File: src/rtl/seg7_bcd_counter.sv
// seg7_bcd_counter: multi-digit BCD up/down counter with a time-multiplexed
// seven-segment driver.
// - A prescaler divides enabled cycles down to count ticks.
// - A free-running scan divider selects which digit is driven.
// - seg, dp and digit_sel are registered together on the same edge.
// Optional feature: define SEG7_LEADING_ZERO_BLANK_EN to blank leading zero
// digits on seg. Digit 0 is never blanked. The scan order does not change.
`timescale 1ns/1ps

module seg7_bcd_counter #(
    parameter int DIGITS   = 2,
    parameter int TICK_DIV = 4,
    parameter int SCAN_DIV = 2
) (
    input  logic                  clk,
    input  logic                  reset,
    input  logic                  en,
    input  logic                  dir,
    input  logic                  load,
    input  logic [4*DIGITS-1:0]   preset,
    output logic [4*DIGITS-1:0]   count,
    output logic                  wrap,
    output logic [6:0]            seg,
    output logic                  dp,
    output logic [DIGITS-1:0]     digit_sel
);

    localparam int PW = (TICK_DIV > 1) ? $clog2(TICK_DIV) : 1;
    localparam int SW = (SCAN_DIV > 1) ? $clog2(SCAN_DIV) : 1;
    localparam int IW = (DIGITS   > 1) ? $clog2(DIGITS)   : 1;

    localparam logic [PW-1:0] PRE_LAST  = PW'(TICK_DIV - 1);
    localparam logic [SW-1:0] SCAN_LAST = SW'(SCAN_DIV - 1);
    localparam logic [IW-1:0] IDX_LAST  = IW'(DIGITS - 1);

    logic [PW-1:0]     presc;
    logic [SW-1:0]     scan_cnt;
    logic [IW-1:0]     idx;
    logic              tick;
    logic [3:0]        cur_digit;
    logic [DIGITS-1:0] sel_onehot;
    logic              blank;

    // Nibbles above 9 are not valid BCD and load as 0.
    function automatic logic [4*DIGITS-1:0] sanitize(input logic [4*DIGITS-1:0] v);
        logic [4*DIGITS-1:0] r;
        r = v;
        for (int i = 0; i < DIGITS; i++) begin
            if (v[4*i +: 4] > 4'd9)
                r[4*i +: 4] = 4'd0;
        end
        return r;
    endfunction

    // One BCD step up or down.
    // The MSB of the result is the carry or borrow out of the top digit.
    // That bit is the wrap condition.
    function automatic logic [4*DIGITS:0] bcd_step(input logic [4*DIGITS-1:0] v,
                                                   input logic down);
        logic [4*DIGITS-1:0] r;
        logic                c;
        logic [3:0]          d;
        r = v;
        c = 1'b1;
        for (int i = 0; i < DIGITS; i++) begin
            d = v[4*i +: 4];
            if (c) begin
                if (!down) begin
                    if (d == 4'd9) begin
                        d = 4'd0;
                        c = 1'b1;
                    end else begin
                        d = d + 4'd1;
                        c = 1'b0;
                    end
                end else begin
                    if (d == 4'd0) begin
                        d = 4'd9;
                        c = 1'b1;
                    end else begin
                        d = d - 4'd1;
                        c = 1'b0;
                    end
                end
            end
            r[4*i +: 4] = d;
        end
        return {c, r};
    endfunction

    // Seven-segment pattern {g,f,e,d,c,b,a}, active-high.
    function automatic logic [6:0] decode(input logic [3:0] d);
        case (d)
            4'd0:    return 7'b0111111;
            4'd1:    return 7'b0000110;
            4'd2:    return 7'b1011011;
            4'd3:    return 7'b1001111;
            4'd4:    return 7'b1100110;
            4'd5:    return 7'b1101101;
            4'd6:    return 7'b1111101;
            4'd7:    return 7'b0000111;
            4'd8:    return 7'b1111111;
            4'd9:    return 7'b1101111;
            default: return 7'b0000000;
        endcase
    endfunction

    assign tick = en && (presc == PRE_LAST);

    // Select the digit being scanned, its one-hot enable and its blanking.
    always_comb begin
        cur_digit  = 4'd0;
        sel_onehot = '0;
        blank      = 1'b0;
        for (int i = 0; i < DIGITS; i++) begin
            if (idx == IW'(i)) begin
                cur_digit     = count[4*i +: 4];
                sel_onehot[i] = 1'b1;
`ifdef SEG7_LEADING_ZERO_BLANK_EN
                if (i > 0 && (count >> (4*i)) == '0)
                    blank = 1'b1;
`endif
            end
        end
    end

    // Prescaler and count.
    // A load overrides a tick and restarts the prescaler.
    always_ff @(posedge clk or posedge reset) begin
        if (reset) begin
            count <= '0;
            wrap  <= 1'b0;
            presc <= '0;
        end else if (load) begin
            count <= sanitize(preset);
            wrap  <= 1'b0;
            presc <= '0;
        end else if (tick) begin
            {wrap, count} <= bcd_step(count, dir);
            presc         <= '0;
        end else begin
            wrap <= 1'b0;
            if (en)
                presc <= presc + PW'(1);
        end
    end

    // Free-running scan divider; the digit index advances on each divider wrap.
    always_ff @(posedge clk or posedge reset) begin
        if (reset) begin
            scan_cnt <= '0;
            idx      <= '0;
        end else if (scan_cnt == SCAN_LAST) begin
            scan_cnt <= '0;
            idx      <= (idx == IDX_LAST) ? '0 : idx + IW'(1);
        end else begin
            scan_cnt <= scan_cnt + SW'(1);
        end
    end

    // Display registers.
    // seg and digit_sel load on the same edge, so no digit shows another digit's segments.
    always_ff @(posedge clk or posedge reset) begin
        if (reset) begin
            seg       <= '0;
            dp        <= 1'b0;
            digit_sel <= '0;
        end else begin
            seg       <= blank ? 7'b0000000 : decode(cur_digit);
            dp        <= (idx == '0) && !en;
            digit_sel <= sel_onehot;
        end
    end

endmodule
File: config.mk
export PLATFORM = sky130hd
export DESIGN_NAME = seg7_bcd_counter
export DESIGN_NICKNAME = d
export VERILOG_FILES = /design/src/rtl/seg7_bcd_counter.sv
export SDC_FILE = /design/constraint.sdc
export NUM_CORES = 1
export LEC_CHECK = 0
export BUFFER_PORTS_ARGS = -buffer_cell sky130_fd_sc_hd__buf_4
export CAP_MARGIN = 20
export CORE_MARGIN = 2
export CORE_UTILIZATION = 53
export DETAILED_ROUTE_END_ITERATION = 8
export PLACE_DENSITY = 0.79
export SYNTH_ARGS = -nofsm -noshare
export SYNTH_HDL_FRONTEND = slang
export SYNTH_SLANG_ARGS = --single-unit
export TNS_END_PERCENT = 20
File: constraint.sdc
create_clock -name clk -period 2.81 [get_ports clk]
set_clock_uncertainty 0.05 [all_clocks]
set_input_delay 0.281 -clock clk [delete_from_list [all_inputs] [get_ports clk]]
set_output_delay 0.281 -clock clk [all_outputs]
set_load 0.01 [all_outputs]
**Yosys cells after proc, flatten, opt, wreduce, memory -nomap -nowiden**

Memory sizes are Yosys's and may differ from the RTL's. A register that Yosys moved wholly into a read port is not among the register bits.
Cells that the tools add are included.

- Output and inout port bits: 19
- Memories kept: 1
- Logic and storage cells: 61
- ROM bits: 112
- Register bits after elaboration: 16

Memory list:

| memory | depth | bits a word | read ports | clocked after memory_dff | wr ports | RTL line | source |
|---|---|---|---|---|---|---|---|
| (no name shown) | 16 | 7 | 1 | 1 | 0 | 93 | `case (d)` |

- Muxes and demuxes: 30
- Eq/ne operators: 3
- Magnitude comparators: 2
- Bitwise operators: 1
- Reductions and logical operators: 9
- Add/subtract/negate cells: 7

Operators with widths:

| kind | count |
|---|---|
| 4-bit two-way mux | 10 |
| 8-bit two-way mux | 2 |
| 1-bit two-way mux | 15 |
| 4-bit by 1-bit adder with 4-bit output, second input constant | 2 |
| 4-bit == test, second input constant | 2 |
| 4-bit > comparator, second input constant | 2 |
| 4-bit logical NOT | 2 |
| 4-bit by 1-bit subtractor with 4-bit output, second input constant | 2 |
| 2-bit two-way mux | 3 |
| 2-bit nonzero test | 2 |
| 3-bit nonzero test | 1 |
| 1-bit adder, second input constant | 2 |
| 2-bit by 1-bit adder with 2-bit output, second input constant | 1 |
| 2-bit == test, second input constant | 1 |
| 1-bit logical AND | 2 |
| 2-bit AND reduction | 1 |
| 1-bit logical NOT | 1 |
| 1-bit NOT | 1 |

**Longest topological paths before layout**

Gate-level depths: netlist (run 1).

- Word-level depth: 8
- Mapped depth: 7
- Mapped depth without buffers: 6

**Worst setup path after synthesis (run 1)**

Ideal clock, no wire load.

- Kind: reg-to-reg
- Start point: register count[3]
- End point: register count[7]
- Slack: 0.771 ns
- Cell stages (with the launch flop): 5
- Setup time: 0.087 ns
- Required time: 2.673 ns
- Arrival: 1.902 ns
- Path buffers: 0
- Path through: dfrtp_1 -> or3b_1 -> a2111o_1 -> or4_1 -> o211ai_1

- Cells in the longest elaborated chain, start to end: 7
- Elaborated cells between the ends (all ways): 9
- Classes of those cells: 1 x eq/ne; 5 x mux; 3 x reduce/logical

RTL lines:

| item | RTL line | source |
|---|---|---|
| from (decl) | 21 | `output logic [4*DIGITS-1:0] count,` |
| from (signal assigned) | 135 | `count <= sanitize(preset);` |
| from (signal assigned) | 139 | `{wrap, count} <= bcd_step(count, dir);` |
| 4-bit == test / 4-bit logical NOT (equally long branches) | 69, 77 |  |
| 1-bit two-way mux, on equally long branches | 69, 77 |  |
| 1-bit two-way mux (*) | 68 | `if (!down) begin` |
| 1-bit two-way mux (*) | 138 | `end else if (tick) begin` |
| 1-bit two-way mux (*) | 134 | `end else if (load) begin` |
| 2-bit nonzero test (no line) (*) | -- |  |
| 2-bit AND reduction (no line) (*) | -- |  |

Mark *: on every way between the ends. The rest lies on a longest branch, timed or not. The select of a mux whose other input is x is not followed.
A chain may end at the register's enable or synchronous reset.

**Worst setup path after layout (run 1)**

- Start point: register count[0]
- End point: register count[7]

Same word-level chain as after synthesis.

==> impl_metrics.toml, run 1 <==
[floorplanning]
die_y_um = 54.9
num_rows = 18
die_x_um = 54.9
dieArea_mm2 = 0.00301
initial_core_util_pct = 55.9
core_area_mm2 = 0.00245
io_pins = 32

[job]
maxCapViolCount = 0

[cells_and_area]
antennaDiodeCount = 0
nets = 195
fillCellCount = 202
final_util_pct = 66.5
area_growth_pct = 18.9
drive_gt1_share_pct = 21.8

[synth]
avgSynthCellArea_um2 = 9.21
yosys.area_share.simple_pct = 17.2
synthArstFlopShare_pct = 100
synth_top_cell_by_area = "dfrtp_1"
synth_most_common_cell = "dfrtp_1"
synth_compound_area_share_pct = 18.8
ys_warn_count = 0
synthCells = 149
synth_xor_area_share_pct = 4.47
synth_area_mm2 = 0.00137
synth_top_family_by_area = "compound AO/OA/AOI/OAI gates"
synth_adder_area_share_pct = 6.38
ys_seq_area_share_pct = 41.9
muxShareOfSynthArea_pct = 6.02
synth.area.top_cells = "dfrtp_1 42%, ha_1 6.4%, mux2i_1 4.4%, nor2_1 3.8%, o21ai_0 3.6%"
synthFlopType = "dfrtp_1"
synth-seq-cells = 23
synth_edf_count = 0
synth_cell_types = 44
yosysTopAreaCellShare_pct = 41.9
syn-num-nets = 169
yosys-top-cells-count = "23 x dfrtp_1, 14 x nor2_1, 10 x o21ai_0"

[clock_tree]
clock-sinks = 23
tritoncts = "built"
clk_pin_slew_ps = 140
numCtsBuffers = 3
cts-hold-fix-buffers = 0
clockBufferDepth = 2
ctsResizeCount = 0
cts_setup_buffers = 0
clock_latency_ps = 330
cts_root_buffer = "clkbuf_4"
htreeDepth = 1

[pwr]
peakVddDrop_mv = 0.292
power.density_mw_per_mm2 = 461
total_power_mw = 0.752
power.leakage_nw = 0.751

[sta]
finalWorstSetupSlack_ps = 577
hold_viol = 0
period_share_pct = 79.5
hold_ws_ps = 54.5
setup_viol_count_final = 0
relSlewSlack_pct = 44.2
fin_tns_setup_ps = 0
max_freq_mhz = 448
worst_slew_pin_slew_ps = 836
rsz0062_at_grt = "no"
fin_crit_ps = 2230
drv_slew = 0

[detailed_routing]
ant_nets = 0
routedWlPerCell_um = 13.0
dr.pass1.iters = 6
num_vias = 1143
routed_wl_um = 2650
viasPerCell = 5.60
drt_iter0_markers = 18
drc = 0

[setup_path]
crit_family = "simple AND/OR/NAND/NOR gates"
slowest_delay_ps = 570
critPathRequiredTime_ps = 3020
worstPathMaxFanout = 15
path_class = "reg2reg"
cp-start-kind = "flop"
path_cells = "or3b_1, a2111o_1, or4_1, o211ai_1"
arrival_ps = 2440
cp_slowest_cell = "dfrtp_1"
endpoint_kind = "flop"
path_buf_inv = 0

[worst_hold_path]
min_path_type = "in2async"

[placement]
dpl_worst_slack_ps = 626
dp_hpwl_um = 1870
gp_congestion = 0.760
io_buffers = 31

[global_routing]
grt_pass1_wl_um = 4330
grt_max_degree = 24
overflow = 0
grt_pass1_vias = 1035
grtUsageTotal_pct = 19.8
antenna_found_initial = 0

[outcome]
status = "completed"
-- area by class of cell --
class	count	area (um2)	share of cell area, %
Sequential cell	23	576	35.3
Multi-Input combinational cell	108	726	44.5
Inverter	8	30.0	1.84
Tap cell	30	37.5	2.30
Timing Repair Buffer	31	233	14.3
Clock inverter	1	7.51	0.460
Clock buffer	3	22.5	1.38
-- where the power goes --
group | switching [mW] | internal [mW] | total [mW]
Sequential | 0.0349 | 0.360 | 0.395
Clock | 0.112 | 0.0545 | 0.166
Combinational | 0.0935 | 0.0964 | 0.190
-- path summary, 6_finish.rpt --
kind | from | to | slack [ps] | cells after the start
max in group asynchronous | reset | count[5] | 2140 | 2
max reg2reg | count[0] | count[7] | 580 | 4
max | count[0] | count[7] | 580 | 4
min | reset | count[2] | 50 | 2
min in group clk | en | dp | 90 | 2
min reg2reg | scan_cnt | scan_cnt | 410 | 1
-- per-stage QoR --
| step | std cells | cell area, um2 |
|---|---|---|
| CTS | 204 | 1630 |
| global route | 204 | 1630 |
| detailed placement | 200 | 1600 |
| floorplan | 149 | 1370 |
| finish | 204 | 1630 |
| global placement | 200 | 1600 |
-- placed cells by master, fill, tap and decap left out, drive strengths merged, types with 2 or more instances in the layout --
master and instances:
buf 31, dfrtp 23, nor2 14, o21ai 14
nand2 9, inv 8, a21oi 7, ha 7
mux2i 6, xor2 4, nand2b 4, xnor2 3
nand3 3, nor3 3, o21a 3, clkbuf 3
or3 2, nand3b 2, a31oi 2, mux2 2
a211oi 2
-- flip-flops by register name, summed over array words and instances (netlist names) --
| register | flops |
|---|---|
| count | 8 |
| seg | 7 |
| digit_sel | 2 |
| presc | 2 |
| dp | 1 |
| idx | 1 |
| scan_cnt | 1 |
| wrap | 1 |
-- routing by layer --
layer	part of all wire (%)	track usage, %	vias up
met3	5.4	3.49	6
met5	0	0	-
met1	45	24.9	534
li1	-	-	569
met4	1.2	7.32	0
met2	48	33.9	34
-- worst reg2reg max path, cell delays in order, from the launching register on --
cell,delay [ps]
dfrtp_1,570
or3b_1,410
a2111o_1,530
or4_1,500
o211ai_1,100
-- kinds of logic (layout without fill, tap and decap cells) --
group,Yosys count,count (layout)
and+or+nand+nor,46,46
AOI/OAI and AO/OA,40,40
DFF,23,23
buffers and inverters,18,43
muxes,8,8
adders and majority gates,7,7
xor gates and xnor gates,7,7
(Power assumes the default switching activity.)
==> run 2, diff against run 1 <==
- clock period: 2.81 -> 2.2 ns (I/O delays scaled with it)
==> run 2 against run 1 <==
Net effect:
- sequential share of layout area decreased by 0.48 points
- hold slack got worse by 44 ps
- clock power increased by 22%
- critical path type unchanged
- largest cell class unchanged
- largest power group unchanged
- highest routed layer unchanged
==> impl_metrics.toml, run 2 (same netlist as run 1, synthesis figures left out) <==
[setup_path]
worstPathMaxFanout = 8
cp-start-kind = "flop"
reg2regPathDepth = 4
path_class = "reg2reg"
r2r-end = "count[7]"
critPathRequiredTime_ps = 2390
arrival_ps = 2220
endpoint_kind = "flop"
r2r_setup_slack_ps = 170
r2r_start = "count[3]"

[sta]
relSlewSlack_pct = 44.3
drv_slew = 0
hold_ws_ps = 10.4
fin_crit_ps = 2030
period_share_pct = 92.1
hold_viol = 0
fin_tns_setup_ps = 0
worst_slew_pin_slew_ps = 834
rsz0062_at_grt = "no"
max_freq_mhz = 494
setup_viol_count_final = 0

[detailed_routing]
viasPerCell = 5.80
dr.pass1.iters = 4
drt_iter0_markers = 22
drc = 0
routed_wl_um = 2820
num_vias = 1201
routedWlPerCell_um = 13.6
ant_nets = 0

[floorplanning]
die_y_um = 54.9
initial_core_util_pct = 55.9
io_pins = 32
die_x_um = 54.9
dieArea_mm2 = 0.00301
core_area_mm2 = 0.00245
num_rows = 18

[cells_and_area]
nets = 198
fin_area_mm2 = 0.00165
finalNonFillerCells = 207
drive_gt1_share_pct = 23.2
largest_register_ffs = 8
final_cell_mix = "34 x buf_4, 23 x dfrtp_1, 14 x nor2_1"
area_growth_pct = 20.5
reg_top3 = "count x8, seg x7"
antennaDiodeCount = 0
largest_register = "count"
mostFrequentLayoutCell = "buf_4"

[global_routing]
overflow = 0
grt_pass1_vias = 1067
grtUsageTotal_pct = 20.9
grt_max_degree = 24
grt_pass1_wl_um = 4550
antenna_found_initial = 0

[pwr]
power_frac_comb_pct = 27.1
power.leakage_nw = 0.766
power_frac_seq_pct = 51.8
power.density_mw_per_mm2 = 579
cell_internal_pwr_mw = 0.657
clock_power_share_pct = 21.1
p_sw_mw = 0.301
total_power_mw = 0.958
peakVddDrop_mv = 0.426
p_sw_share_pct = 31.4

[worst_hold_path]
min_path_type = "in2async"

[clock_tree]
numCtsBuffers = 3
tritoncts = "built"
clock_latency_ps = 310
cts-hold-fix-buffers = 0
clockBufferDepth = 2
cts_setup_buffers = 0
clock-sinks = 23
cts_root_buffer = "clkbuf_4"
ctsResizeCount = 0
clk_pin_slew_ps = 130
htreeDepth = 1

[placement]
placed_cells = 203
placed_cell_area_mm2 = 0.00162
gp_congestion = 0.784
io_buffers = 31
dp_hpwl_um = 2090

[job]
maxCapViolCount = 0

[outcome]
status = "completed"
run 2: worst max-delay path by stage:
stage | start | to | slack [ps]
floorplan | count[3] | count[7] | 160
detailed placement | dir | count[7] | 160
global route | count[3] | count[7] | 90
CTS | count[3] | count[7] | 170
finish | count[3] | count[7] | 170
global placement | dir | count[7] | 200
run 2: layout make-up:
cell class | instances | area [um2]
clock buffer | 3 | 22.5
clock inverter | 1 | 7.51
fill | 202 | 801
inverter | 8 | 30.0
multi-input combinational | 108 | 726
sequential | 23 | 576
tap | 30 | 37.5
timing repair buffer | 34 | 255
run 2: power by group through the flow:
stage	logic (mW)	clock network (mW)	registers, mW
floorplan	0.149	0	0.507
global route	0.290	0.228	0.503
global placement	0.251	0	0.502
finish	0.260	0.202	0.496
detailed placement	0.260	0	0.505
CTS	0.263	0.204	0.496
run 2: layer usage:
layer  global-route usage [%]  vias up  part of all wire [%]
li1                         -      580                     -
met1                     26.3      571                    43
met2                     37.3       44                    50
met3                     3.23        6                   5.3
met4                     5.28        0                   1.7
met5                        0        -                     0
run 2: critical path: stages (launching register included):
cell	delay, ps
dfrtp_1	400
or3b_1	380
a2111o_1	530
or4_1	490
o211ai_1	100
run 2: per-stage QoR:
stage	worst slack, ps	util, %
finish	174	67.4
global route	92.8	67.4
CTS	172	67.4
detailed placement	156	66.2
global placement	205	66.2
floorplan	161	-
==> run 3, diff against run 2 <==
- ABC_AREA: not set -> 1
- PLACE_DENSITY: 0.79 -> 0.78
==> run 3 against run 2 <==
Net effect:
- maximum frequency decreased by 2.1%
- clock-buffer cell count increased by 1
- sequential share of layout area decreased by 0.95 points
- clock power decreased by 7%
- global-route usage increased by 0.33 points
- via count increased by 14%
- core utilization about the same
- combinational power increased by 65%
- critical path type unchanged
- largest cell class unchanged
==> impl_metrics.toml, run 3 <==
[cells_and_area]
fillCellCount = 214
largest_register_ffs = 8
final_cell_mix = "54 x nand2_1, 31 x buf_4, 23 x dfrtp_1"
reg_top3 = "count x8, seg x7"
antennaDiodeCount = 0
drive_gt1_share_pct = 22.2
final_util_pct = 67.4
largest_register = "count"
nets = 246
finalNonFillerCells = 255
mostFrequentLayoutCell = "nand2_1"
area_growth_pct = 19.1

[clock_tree]
clock_latency_ps = 310
clockBufferDepth = 2
htreeDepth = 1
cts_setup_buffers = 0
cts-hold-fix-buffers = 0
tritoncts = "built"
cts_root_buffer = "clkbuf_4"
ctsResizeCount = 0
numCtsBuffers = 3
clk_pin_slew_ps = 110
clock-sinks = 23

[detailed_routing]
dr.pass1.iters = 5
drt_iter0_markers = 75
routed_wl_um = 3140
viasPerCell = 5.38
drc = 0
routedWlPerCell_um = 12.3
num_vias = 1372
ant_nets = 0

[placement]
io_buffers = 31
gp_congestion = 0.859
placed_cells = 251
dp_hpwl_um = 2470

[global_routing]
grt_pass1_vias = 1287
antenna_found_initial = 0
grtUsageTotal_pct = 21.2
grt_max_degree = 24
overflow = 0
grt_pass1_wl_um = 5330

[pwr]
cell_internal_pwr_mw = 0.731
p_sw_mw = 0.417
clock_power_share_pct = 16.3
peakVddDrop_mv = 0.582
power.leakage_nw = 0.912
p_sw_share_pct = 36.3
power.density_mw_per_mm2 = 675
power_frac_seq_pct = 46.4
power_frac_comb_pct = 37.4

[setup_path]
cp_slowest_cell = "o21ai_0"
slowest_delay_ps = 570
path_cells = "o21ai_0, inv_1, ha_1, or2_1, a31oi_1"
endpoint_kind = "flop"
path_class = "reg2reg"
arrival_ps = 2250
worstPathMaxFanout = 12
cp-start-kind = "flop"
critPathRequiredTime_ps = 2380

[synth]
ys_seq_area_share_pct = 40.3
synth_most_common_cell = "nand2_1"
synth_cell_types = 27
synthArstFlopShare_pct = 100
syn-num-nets = 214
synth-seq-cells = 23
synth.area.top_cells = "dfrtp_1 40%, nand2_1 14%, nand3_1 7.0%, ha_1 6.1%, inv_1 5.0%"
synth_edf_count = 0
synthCells = 194
synth_area_mm2 = 0.00143
yosysTopAreaCellShare_pct = 40.3
synthFlopType = "dfrtp_1"
yosys-top-cells-count = "54 x nand2_1, 23 x dfrtp_1, 20 x nand3_1"
ys_warn_count = 0
synth_top_cell_by_area = "dfrtp_1"
avgSynthCellArea_um2 = 7.36

[floorplanning]
num_rows = 18
dieArea_mm2 = 0.00312
initial_core_util_pct = 56.6
die_x_um = 55.9
io_pins = 32
die_y_um = 55.9
core_area_mm2 = 0.00252

[sta]
hold_viol = 0
fin_tns_setup_ps = 0
setup_viol_count_final = 0
period_share_pct = 94.0
max_freq_mhz = 483
worst_slew_pin_slew_ps = 815
rsz0062_at_grt = "no"
relSlewSlack_pct = 45.6
drv_slew = 0
fin_crit_ps = 2070

[job]
maxCapViolCount = 0

[outcome]
status = "completed"

[worst_hold_path]
min_path_type = "in2async"
## run 3: changes by cell type in the layout (fill, tap and decap cells not counted), moves of 5 or more
cell | previous run | this run
inv_2 | 0 | 5
nand3_1 | 3 | 20
nand2_1 | 9 | 54
mux2i_1 | 6 | 0
inv_1 | 8 | 19
## run 3: final cells by class
| cell class | instances | area, um2 | area share [%] |
|---|---|---|---|
| flip-flops and latches | 23 | 576 | 33.8 |
| well taps | 30 | 37.5 | 2.21 |
| multi-input cells | 142 | 732 | 43.0 |
| inverters | 25 | 96.3 | 5.67 |
| repair buffers | 31 | 233 | 13.7 |
| clock buffers | 4 | 26.3 | 1.55 |
## run 3: through the flow
step	power (mW)	setup slack, ps	area, um2	hold WS (ps)
2_1_floorplan	0.802	496	1430	172
3_3_place_gp	0.950	413	1670	372
3_5_place_dp	0.970	159	1670	369
4_1_cts	1.15	122	1700	37.8
5_1_grt	1.23	52.2	1700	30.6
6_report	1.15	132	1700	9.99
## run 3: power groups by stage
stage | Clock (mW) | Sequential [mW] | Combinational [mW]
2_1_floorplan | 0 | 0.559 | 0.243
3_3_place_gp | 0 | 0.536 | 0.414
3_5_place_dp | 0 | 0.540 | 0.430
4_1_cts | 0.190 | 0.531 | 0.431
5_1_grt | 0.206 | 0.539 | 0.486
6_report | 0.187 | 0.532 | 0.429
## run 3: worst paths after layout
path	from	to	slack, ps	cells past startpoint
worst min-delay path	reset	count[7]	10	2
worst max register to register	idx	seg[5]	130	5
worst max-delay path	idx	seg[5]	130	5
worst min register to register	scan_cnt	scan_cnt	390	1
min in group clk	en	dp	40	2
max in group asynchronous	reset	idx	1590	2
## run 3: logic make-up (layout without fill, tap and decap cells)
kind of cell / Yosys count / count (layout) / synth area share, %
xor+xnor: 3 / 3 / 1.84
simple gates: 100 / 100 / 30.8
fa+ha+maj: 7 / 7 / 6.13
flops: 23 / 23 / 40.3
compound gates: 32 / 32 / 12.4
buf+inv: 29 / 60 / 8.41
## run 3: worst max-delay path: cells and delay by family, from the launching register on
family	cells	cell delay, ps
adder cells (fa/ha/maj)	1	210
AO/OA/AOI/OAI	2	760
AND/OR/NAND/NOR	1	250
flip-flops	1	560
buffers and inverters	1	170
## run 3: layer usage
| layer | vias up | part of all wire (%) | GRT usage, % |
|---|---|---|---|
| met5 | - | 0 | 0 |
| met4 | 0 | 1.1 | 7.14 |
| met3 | 5 | 5.8 | 4.88 |
| met2 | 47 | 52 | 36.9 |
| met1 | 629 | 41 | 25.8 |
| li1 | 691 | - | - |
